[src/rtl/sigpulse_pkg.sv]
// Shared definitions for the multi-channel pulse generator: channel state encoding and default widths.
// Burst mode (GAP state, repeat counter) is compiled in by SIGPULSE_MC_BURST_EN.
package sigpulse_pkg;

  localparam int CH_NUM_DEF    = 4;
  localparam int RAM_WIDTH_DEF = 32;
  localparam int REP_WIDTH_DEF = 16;

  typedef enum logic [1:0] {
    ST_IDLE   = 2'd0,
    ST_DELAY  = 2'd1,
    ST_ACTIVE = 2'd2,
    ST_GAP    = 2'd3
  } state_e;

endpackage

[src/rtl/sigpulse_ch.sv]
// One pulse-generator channel: trigger delay, pulse width and, with SIGPULSE_MC_BURST_EN defined,
// gap/repeat bursts. Config is latched when a trigger is accepted; pulse output comes from a register.
module sigpulse_ch
  import sigpulse_pkg::*;
#(
  parameter int CW = RAM_WIDTH_DEF,
  parameter int RW = REP_WIDTH_DEF
) (
  input  logic          io_clk,
  input  logic          io_rst_n,
  input  logic          en,
  input  logic          dis,
  input  logic          default_level,
  input  logic [CW-1:0] trig_delay,
  input  logic [CW-1:0] pulse_width,
  input  logic [CW-1:0] pulse_gap,
  input  logic [RW-1:0] rep_num,
  output logic          pulse_out,
  output logic          busy,
  output logic          done
);

  localparam logic [CW-1:0] CNT_ONE = CW'(1);

  state_e        state_reg;
  logic [CW-1:0] cnt_reg;
  logic [CW-1:0] width_reg;
  logic          pulse_reg;
  logic          done_reg;

`ifdef SIGPULSE_MC_BURST_EN
  localparam logic [RW-1:0] REP_ONE = RW'(1);
  logic [CW-1:0] gap_reg;
  logic [RW-1:0] rem_reg;
`else
  logic unused_burst_cfg;
  assign unused_burst_cfg = ^{pulse_gap, rep_num};
`endif

  always_ff @(posedge io_clk or negedge io_rst_n) begin
    if (!io_rst_n) begin
      state_reg <= ST_IDLE;
      cnt_reg   <= '0;
      width_reg <= '0;
      pulse_reg <= 1'b0;
      done_reg  <= 1'b0;
`ifdef SIGPULSE_MC_BURST_EN
      gap_reg   <= '0;
      rem_reg   <= '0;
`endif
    end else begin
      done_reg <= 1'b0;
      if (dis) begin
        // Abort: the strobe is only meaningful if a sequence was actually running.
        state_reg <= ST_IDLE;
        cnt_reg   <= '0;
        pulse_reg <= 1'b0;
        done_reg  <= (state_reg != ST_IDLE);
      end else if (en && (pulse_width != '0)) begin
        width_reg <= pulse_width;
`ifdef SIGPULSE_MC_BURST_EN
        gap_reg   <= (pulse_gap == '0) ? CNT_ONE : pulse_gap;
        rem_reg   <= (rep_num == '0) ? '0 : rep_num - REP_ONE;
`endif
        if (trig_delay != '0) begin
          state_reg <= ST_DELAY;
          cnt_reg   <= trig_delay - CNT_ONE;
          pulse_reg <= 1'b0;
        end else begin
          state_reg <= ST_ACTIVE;
          cnt_reg   <= pulse_width - CNT_ONE;
          pulse_reg <= 1'b1;
        end
      end else begin
        case (state_reg)
          ST_DELAY: begin
            if (cnt_reg == '0) begin
              state_reg <= ST_ACTIVE;
              cnt_reg   <= width_reg - CNT_ONE;
              pulse_reg <= 1'b1;
            end else begin
              cnt_reg <= cnt_reg - CNT_ONE;
            end
          end
          ST_ACTIVE: begin
            if (cnt_reg != '0) begin
              cnt_reg <= cnt_reg - CNT_ONE;
`ifdef SIGPULSE_MC_BURST_EN
            end else if (rem_reg != '0) begin
              state_reg <= ST_GAP;
              cnt_reg   <= gap_reg - CNT_ONE;
              rem_reg   <= rem_reg - REP_ONE;
              pulse_reg <= 1'b0;
`endif
            end else begin
              state_reg <= ST_IDLE;
              pulse_reg <= 1'b0;
              done_reg  <= 1'b1;
            end
          end
`ifdef SIGPULSE_MC_BURST_EN
          ST_GAP: begin
            if (cnt_reg == '0) begin
              state_reg <= ST_ACTIVE;
              cnt_reg   <= width_reg - CNT_ONE;
              pulse_reg <= 1'b1;
            end else begin
              cnt_reg <= cnt_reg - CNT_ONE;
            end
          end
`endif
          default: ;
        endcase
      end
    end
  end

  // Disable overrides the registered pulse immediately, ahead of the state change.
  assign pulse_out = (pulse_reg & ~dis) ^ default_level;
  assign busy      = (state_reg != ST_IDLE);
  assign done      = done_reg;

endmodule

[src/rtl/sigpulse_mc.sv]
// Multi-channel pulse generator: CH_NUM independent sigpulse_ch instances sliced from packed config buses.
// Burst mode per channel is enabled with SIGPULSE_MC_BURST_EN.
module sigpulse_mc
  import sigpulse_pkg::*;
#(
  parameter int CH_NUM     = CH_NUM_DEF,
  parameter int _RAM_WIDTH = RAM_WIDTH_DEF,
  parameter int REP_WIDTH  = REP_WIDTH_DEF
) (
  input  logic                         io_clk,
  input  logic                         io_rst_n,
  input  logic [CH_NUM-1:0]            io_en,
  input  logic [CH_NUM-1:0]            pwm_dis,
  input  logic [CH_NUM-1:0]            io_defaultLevel,
  input  logic [CH_NUM*_RAM_WIDTH-1:0] io_trigDelay,
  input  logic [CH_NUM*_RAM_WIDTH-1:0] io_pulseWidth,
  input  logic [CH_NUM*_RAM_WIDTH-1:0] io_pulseGap,
  input  logic [CH_NUM*REP_WIDTH-1:0]  io_repeat,
  output logic [CH_NUM-1:0]            io_pulseOut,
  output logic [CH_NUM-1:0]            pulse_busy,
  output logic [CH_NUM-1:0]            pulse_valid
);

  genvar gi;
  generate
    for (gi = 0; gi < CH_NUM; gi++) begin : g_ch
      sigpulse_ch #(
        .CW(_RAM_WIDTH),
        .RW(REP_WIDTH)
      ) u_ch (
        .io_clk       (io_clk),
        .io_rst_n     (io_rst_n),
        .en           (io_en[gi]),
        .dis          (pwm_dis[gi]),
        .default_level(io_defaultLevel[gi]),
        .trig_delay   (io_trigDelay[gi*_RAM_WIDTH +: _RAM_WIDTH]),
        .pulse_width  (io_pulseWidth[gi*_RAM_WIDTH +: _RAM_WIDTH]),
        .pulse_gap    (io_pulseGap[gi*_RAM_WIDTH +: _RAM_WIDTH]),
        .rep_num      (io_repeat[gi*REP_WIDTH +: REP_WIDTH]),
        .pulse_out    (io_pulseOut[gi]),
        .busy         (pulse_busy[gi]),
        .done         (pulse_valid[gi])
      );
    end
  endgenerate

endmodule

[config.mk]
export PLATFORM = sky130hd
export DESIGN_NAME = sigpulse_mc
export DESIGN_NICKNAME = d
export VERILOG_FILES = /design/src/rtl/sigpulse_pkg.sv /design/src/rtl/sigpulse_ch.sv /design/src/rtl/sigpulse_mc.sv
export SDC_FILE = /design/constraint.sdc
export NUM_CORES = 1
export LEC_CHECK = 0
export CAP_MARGIN = 0
export CORE_MARGIN = 5
export CORE_UTILIZATION = 35
export DETAILED_ROUTE_END_ITERATION = 8
export DONT_BUFFER_PORTS = 1
export GPL_TIMING_DRIVEN = 0
export PLACE_DENSITY = 0.54
export SLEW_MARGIN = 25
export SYNTH_ARGS = -nofsm -noshare
export SYNTH_HDL_FRONTEND = slang
export SYNTH_SLANG_ARGS = --single-unit
[constraint.sdc]
create_clock -name io_clk -period 3.4 [get_ports io_clk]
set_input_delay 0.17 -clock io_clk [delete_from_list [all_inputs] [get_ports io_clk]]
set_output_delay 0.17 -clock io_clk [all_outputs]
set_load 0.005 [all_outputs]
* Word level (Yosys, flattened, before mapping)
Cells that the tools add are included.
** Cells by class
- Reduce and logical (&&, ||, !) cells :: 40
- Equality and inequality tests :: 20
- Muxes and demuxes :: 88
- $add $sub $neg :: 16
- Bitwise operators :: 12
** Operators by type and width (number)
- 32-bit 2-to-1 mux :: 20
- 32-bit by 1-bit subtractor with 32-bit output, second input constant :: 16
- 32-bit nonzero test :: 12
- 32-bit one-hot mux with 2 select lines :: 4
- 32-bit zero test :: 4
- 2-bit 2-to-1 mux :: 20
- 1-bit 2-to-1 mux :: 36
- 4-bit by 2-bit inequality test with 1-bit output, second input constant :: 8
- 4-bit by 3-bit inequality test with 1-bit output, second input constant :: 4
- 2-bit one-hot mux with 2 select lines :: 4
- 2-bit AND reduction :: 8
- 4-bit nonzero test :: 4
- 3-bit AND reduction :: 4
- 2-bit by 1-bit == test with 1-bit output, second input constant :: 4
- 2-bit == test, second input constant :: 4
- 1-bit one-hot mux with 2 select lines :: 4
- 2-bit nonzero test :: 4
- 1-bit AND :: 4
- 1-bit logical AND :: 4
- 1-bit NOT :: 4
- 1-bit bitwise XOR :: 4
** Word-level totals
- Input port bits :: 462
- Flip-flop bits (word level) :: 272
- Logic and storage cells :: 196

* Logic depth before layout (Yosys ltp)
- Depth in word-level cells :: 5
- Depth in mapped cells :: 18

* Cells and area by module
From an unflattened synthesis, not the netlist that was laid out.
** Second synthesis, totals
- Cells, all modules :: 3081
- Area total of the unflattened synthesis :: 23062.1 µm²
** By module, submodules not included
- sigpulse_ch at g_ch[1].u_ch ... :: times used 2, sequential area each 1676.6 µm², area an instance 5700.5 µm², cells an instance 748
- sigpulse_ch at g_ch[0].u_ch :: times used 1, sequential area each 1676.6 µm², area an instance 5856.9 µm², cells an instance 793
- sigpulse_ch at g_ch[3].u_ch :: times used 1, sequential area each 1676.6 µm², area an instance 5804.3 µm², cells an instance 792

* Worst setup path before layout
Ideal clock, no wire load.
- Kind :: input -> register
- Start :: input port io_trigDelay[23]
- End :: register g_ch[0].u_ch.cnt_reg[18]
- Stages :: 17
- Slack :: -0.610 ns
- Arrival :: 3.906 ns
- Required time :: 3.296 ns
- Buffers on the path :: 5
- Cell sequence :: or4_1 > or3_1 > clkbuf_1 > nor4_4 > clkbuf_1 > buf_2 > buf_1 > a21oi_1 > ha_1 > or4b_2 > nor2_1 > nand4_1 > mux2i_1 > and3_1 > clkbuf_1 > xor2_1 > a221oi_1
** Between the ends
- Word-level cells in the longest chain between the ends :: 4
** Ends and longest elaborated chain
- start: declaration :: line sigpulse_mc.sv:15 : input logic [CH_NUM*_RAM_WIDTH-1:0] io_trigDelay,
- 32-bit nonzero test :: line sigpulse_ch.sv:65 : if (trig_delay != '0) begin
- 32-bit 2-to-1 mux :: line sigpulse_ch.sv:65
- 32-bit 2-to-1 mux :: line sigpulse_ch.sv:59 : end else if (en && (pulse_width != '0)) begin
- 32-bit 2-to-1 mux :: line sigpulse_ch.sv:53 : if (dis) begin
- end signal: assignment :: line sigpulse_ch.sv:67 : cnt_reg <= trig_delay - CNT_ONE;
- end signal: assignment :: line sigpulse_ch.sv:71 : cnt_reg <= pulse_width - CNT_ONE;
- end signal: assignment :: line sigpulse_ch.sv:79 : cnt_reg <= width_reg - CNT_ONE;
- end: declaration :: line sigpulse_ch.sv:26 : logic [CW-1:0] cnt_reg;
Every way passes these cells.
A chain may end at the register's enable or synchronous reset.

* Worst setup path in the final report
- Start :: input port io_pulseWidth[15]
- End :: register g_ch[0].u_ch.width_reg[1]
** Between the ends
- Word-level cells in the longest chain between the ends :: 3
** Ends and longest elaborated chain
- start: declaration :: line sigpulse_mc.sv:16 : input logic [CH_NUM*_RAM_WIDTH-1:0] io_pulseWidth,
- 32-bit nonzero test :: line sigpulse_ch.sv:59
- 1-bit logical AND :: line sigpulse_ch.sv:59
- 2-bit AND reduction (no source line)
- end signal: assignment :: line sigpulse_ch.sv:60 : width_reg <= pulse_width;
- end: declaration :: line sigpulse_ch.sv:27 : logic [CW-1:0] width_reg;
Every way passes these cells.

==> results.md <==
- Status: finished with violations
- Failing checks: negative hold slack
- Reg2reg start: g_ch[1].u_ch.cnt_reg[14]
- Worst reg-to-reg path cell count: 9
- Routed len/inst: 24.03 um
- Sequential cell area: 6706 sq um
- Share of flip-flops with an asynchronous set or reset: 100.0%
- Drt drc: 0
- Synth area leader: dfrtp_1
- Fillers: roughly 6500
- Post-Place Setup Slack: -1.831 ns
- Worst hold slack: -0.6732 ns
- Yosys cell types: 85
- CP max FO: 10
- HP Class: in2async
- Initial drt markers: 2604
- Die area: 68180 sq um
- Placer Congestion: 0.9735
- Synthesized flop and latch total: 268
- Worst Tran Pin Value: 1.024 ns
- Via density: 6.156
- Slew Viols, Final: 0
- Drt first pass iters: 6
- Metal2 WL: 43800 um
- Worst Path Arrival: 3.75 ns
- Nets: 3660
- Highest metal used: met4
- Sum Neg Setup Slack: 0 ns
- Number of enable flip-flop cells after synthesis: 0
- Final setup violation count: 0
- Initial antenna violation count: 1
- Worst skew pair latency: 0.54 ns
- Syn avg cell area: around 7.6 sq um
- Crit Path Category: in2reg
- Fin cells: 4057
- CTS tree: done
- Hpwl dp: 71370 um
- CTS Root Cell: clkbuf_16
- Ys flop type: dfrtp_1
- Final worst slack: 0.04813 ns
- Fin crit period: 3.352 ns
- Leak: 10.31 nW
- Sequential-to-total area share from yosys stat: 30.39%
- Commonest non-fill, non-tap cell in the layout: nand2_1
- Die height: 261.1 um
- Number of global-route vias before repair: 24560
- Fin crit share: 98.58%
- Die W: around 260 um
- Final WL: 97480 um
- Core ar.: 62740 sq um
- Worst VDD drop: 0.2581 mV
- Maxcap violations: 0
- # hold bufs at CTS: 222
- Clk slew on worst S/H paths: 0.06 ns
- Cts bufs inserted: 36
- Clk buf depth: 3
- DR vias: 24980
- First-pass GRT wire length: 148400 um
- Ys Warns: 0
- Cells taking the most area after synthesis: dfrtp_1, nand2_1, a21oi_1
- Setup crit end kind: flop
- Share of cells above drive strength 1: 8.227%
- P per Cell Area: 376.9 nW/um^2
- Mapped cell area: between 20000 and 25000 sq um
- CTS sink cnt: 268
- Type of origin of the critical path: input pin
- ANT nets after route: 0
- Initial Util: 35.18%
- I/O pin total: 474
- Number of core rows: 92
- GR Overflow Total: 0
- GR Util All Layers: between 20% and 30%
- Area Growth Syn to Fin: 23.60%
- Setup crit start: io_pulseWidth[15]
- Hold Vio Cnt, Final: 268
- Cell count after synthesis: between 2000 and 3000
- Reg-to-reg setup timing slack: 0.18 ns
- Wire length on met1: 41920 um
- Pin count of the biggest net entering global routing: around 270
- Area occupied by multi-input gates: 15150 sq um
- PortBufs: 0
- FMAX: slightly below 300 MHz
- Placed insts: between 3000 and 4000
- Worst slew margin relative to its limit: 31.23%
- Most frequent cells in the layout: nand2_1, nor2_1, dfrtp_1, dlygate4sd3_1, a21oi_1
- Clk_skew: 0.01039 ns
- Syn_nets: 3391
- WP data required: around 3.8 ns
- Met3 wire len: 8528 um
- Post-synth top area share: a little over 30%
- # H-tree levels: 2
[routing by layer]
metal / vias to the layer above / GRT usage, %
met3: 236 / 4.936
met1: 12110 / 37.98
li1: 11350 / -
met4: 0 / 8.599
met5: - / 0
met2: 1282 / 43.84
[per-stage QoR]
| step | power, mW | instance area [sq um] | utilization (%) |
|---|---|---|---|
| 5_1_grt | 10.73 | 27280 | 43.48 |
| 2_1_floorplan | 5.360 | 22240 | - |
| 6_report | 10.28 | 27280 | 43.48 |
| 3_3_place_gp | 5.953 | 23300 | 37.14 |
| 3_5_place_dp | 5.991 | 23340 | 37.20 |
| 4_1_cts | 10.27 | 27060 | 43.14 |
[critical path, stage by stage]
cell and delay [ns]:
or4_1 0.53, or4_1 0.46, o41ai_2 0.78, clkbuf_1 0.65, nor2_1 0.34, nand2_1 0.16, dlygate4sd3_1 0.56, o21ai_0 0.08
[kinds of logic (layout without fill, tap and decap cells)]
group	after synthesis	count (layout)	share of synthesized area [%]
mux	58	58	2.852
buf+inv	186	479	3.396
other cells	0	2	0
flops	268	268	30.39
simple gates	1413	1413	31.54
xor+xnor	226	226	8.969
compound gates	752	752	22.12
fa+ha+maj	13	13	0.7370
[Yosys cell counts (14+ instances only)]
library cell / instances
o21ai_0: 160
a21oi_1: 219
mux2i_1: 22
and2_1: 16
a211oi_1: 58
clkbuf_1: 124
a21o_1: 24
nand4_1: 30
mux2_2: 35
or4_1: 48
or3_1: 56
nand2_1: 480
xor2_1: 106
a221oi_1: 14
and3_1: 18
nor2_1: 272
xnor2_1: 120
nor2b_1: 14
nor3b_1: 15
a31oi_1: 20
dfrtp_1: 268
inv_1: 37
o211ai_1: 30
o21a_1: 14
a22oi_1: 23
nand3_1: 68
nor3_1: 176
a32oi_1: 15
nand2b_1: 31
nor4_1: 96
o22ai_1: 28
o31ai_1: 17
or2_2: 20
[report_power, final]
part	total (mW)	switching [mW]	internal [mW]
combinational	2.33	1.33	1.00
clock	3.96	1.53	2.43
sequential	3.99	0.455	3.54
[timing repair]
action	in CTS	in global routing
resized for setup	58	58
pin swaps	7	4
setup buffers	9	4
setup endpoints to repair	125	122
hold endpoints to repair	474	268
[worst paths after layout]
check	endpoint
max	g_ch[0].u_ch.width_reg[1]
min	g_ch[2].u_ch.width_reg[25]
max reg2reg	g_ch[1].u_ch.cnt_reg[23]
min reg2reg	g_ch[1].u_ch.cnt_reg[16]
max in group asynchronous	g_ch[0].u_ch.cnt_reg[26]
min in group io_clk	g_ch[3].u_ch.cnt_reg[5]
[layout make-up]
type                       count  share of cell area (%)
multi-input combinational   2462                   55.53
timing repair buffer         236                   8.532
tap                          846                   3.881
clock inverter                 5                  0.3761
inverter                      37                  0.5092
antenna                        2                 0.01835
buffer                       144                   2.532
clock buffer                  57                   4.037
sequential                   268                   24.59
Power figures use the tool's default switching activity.
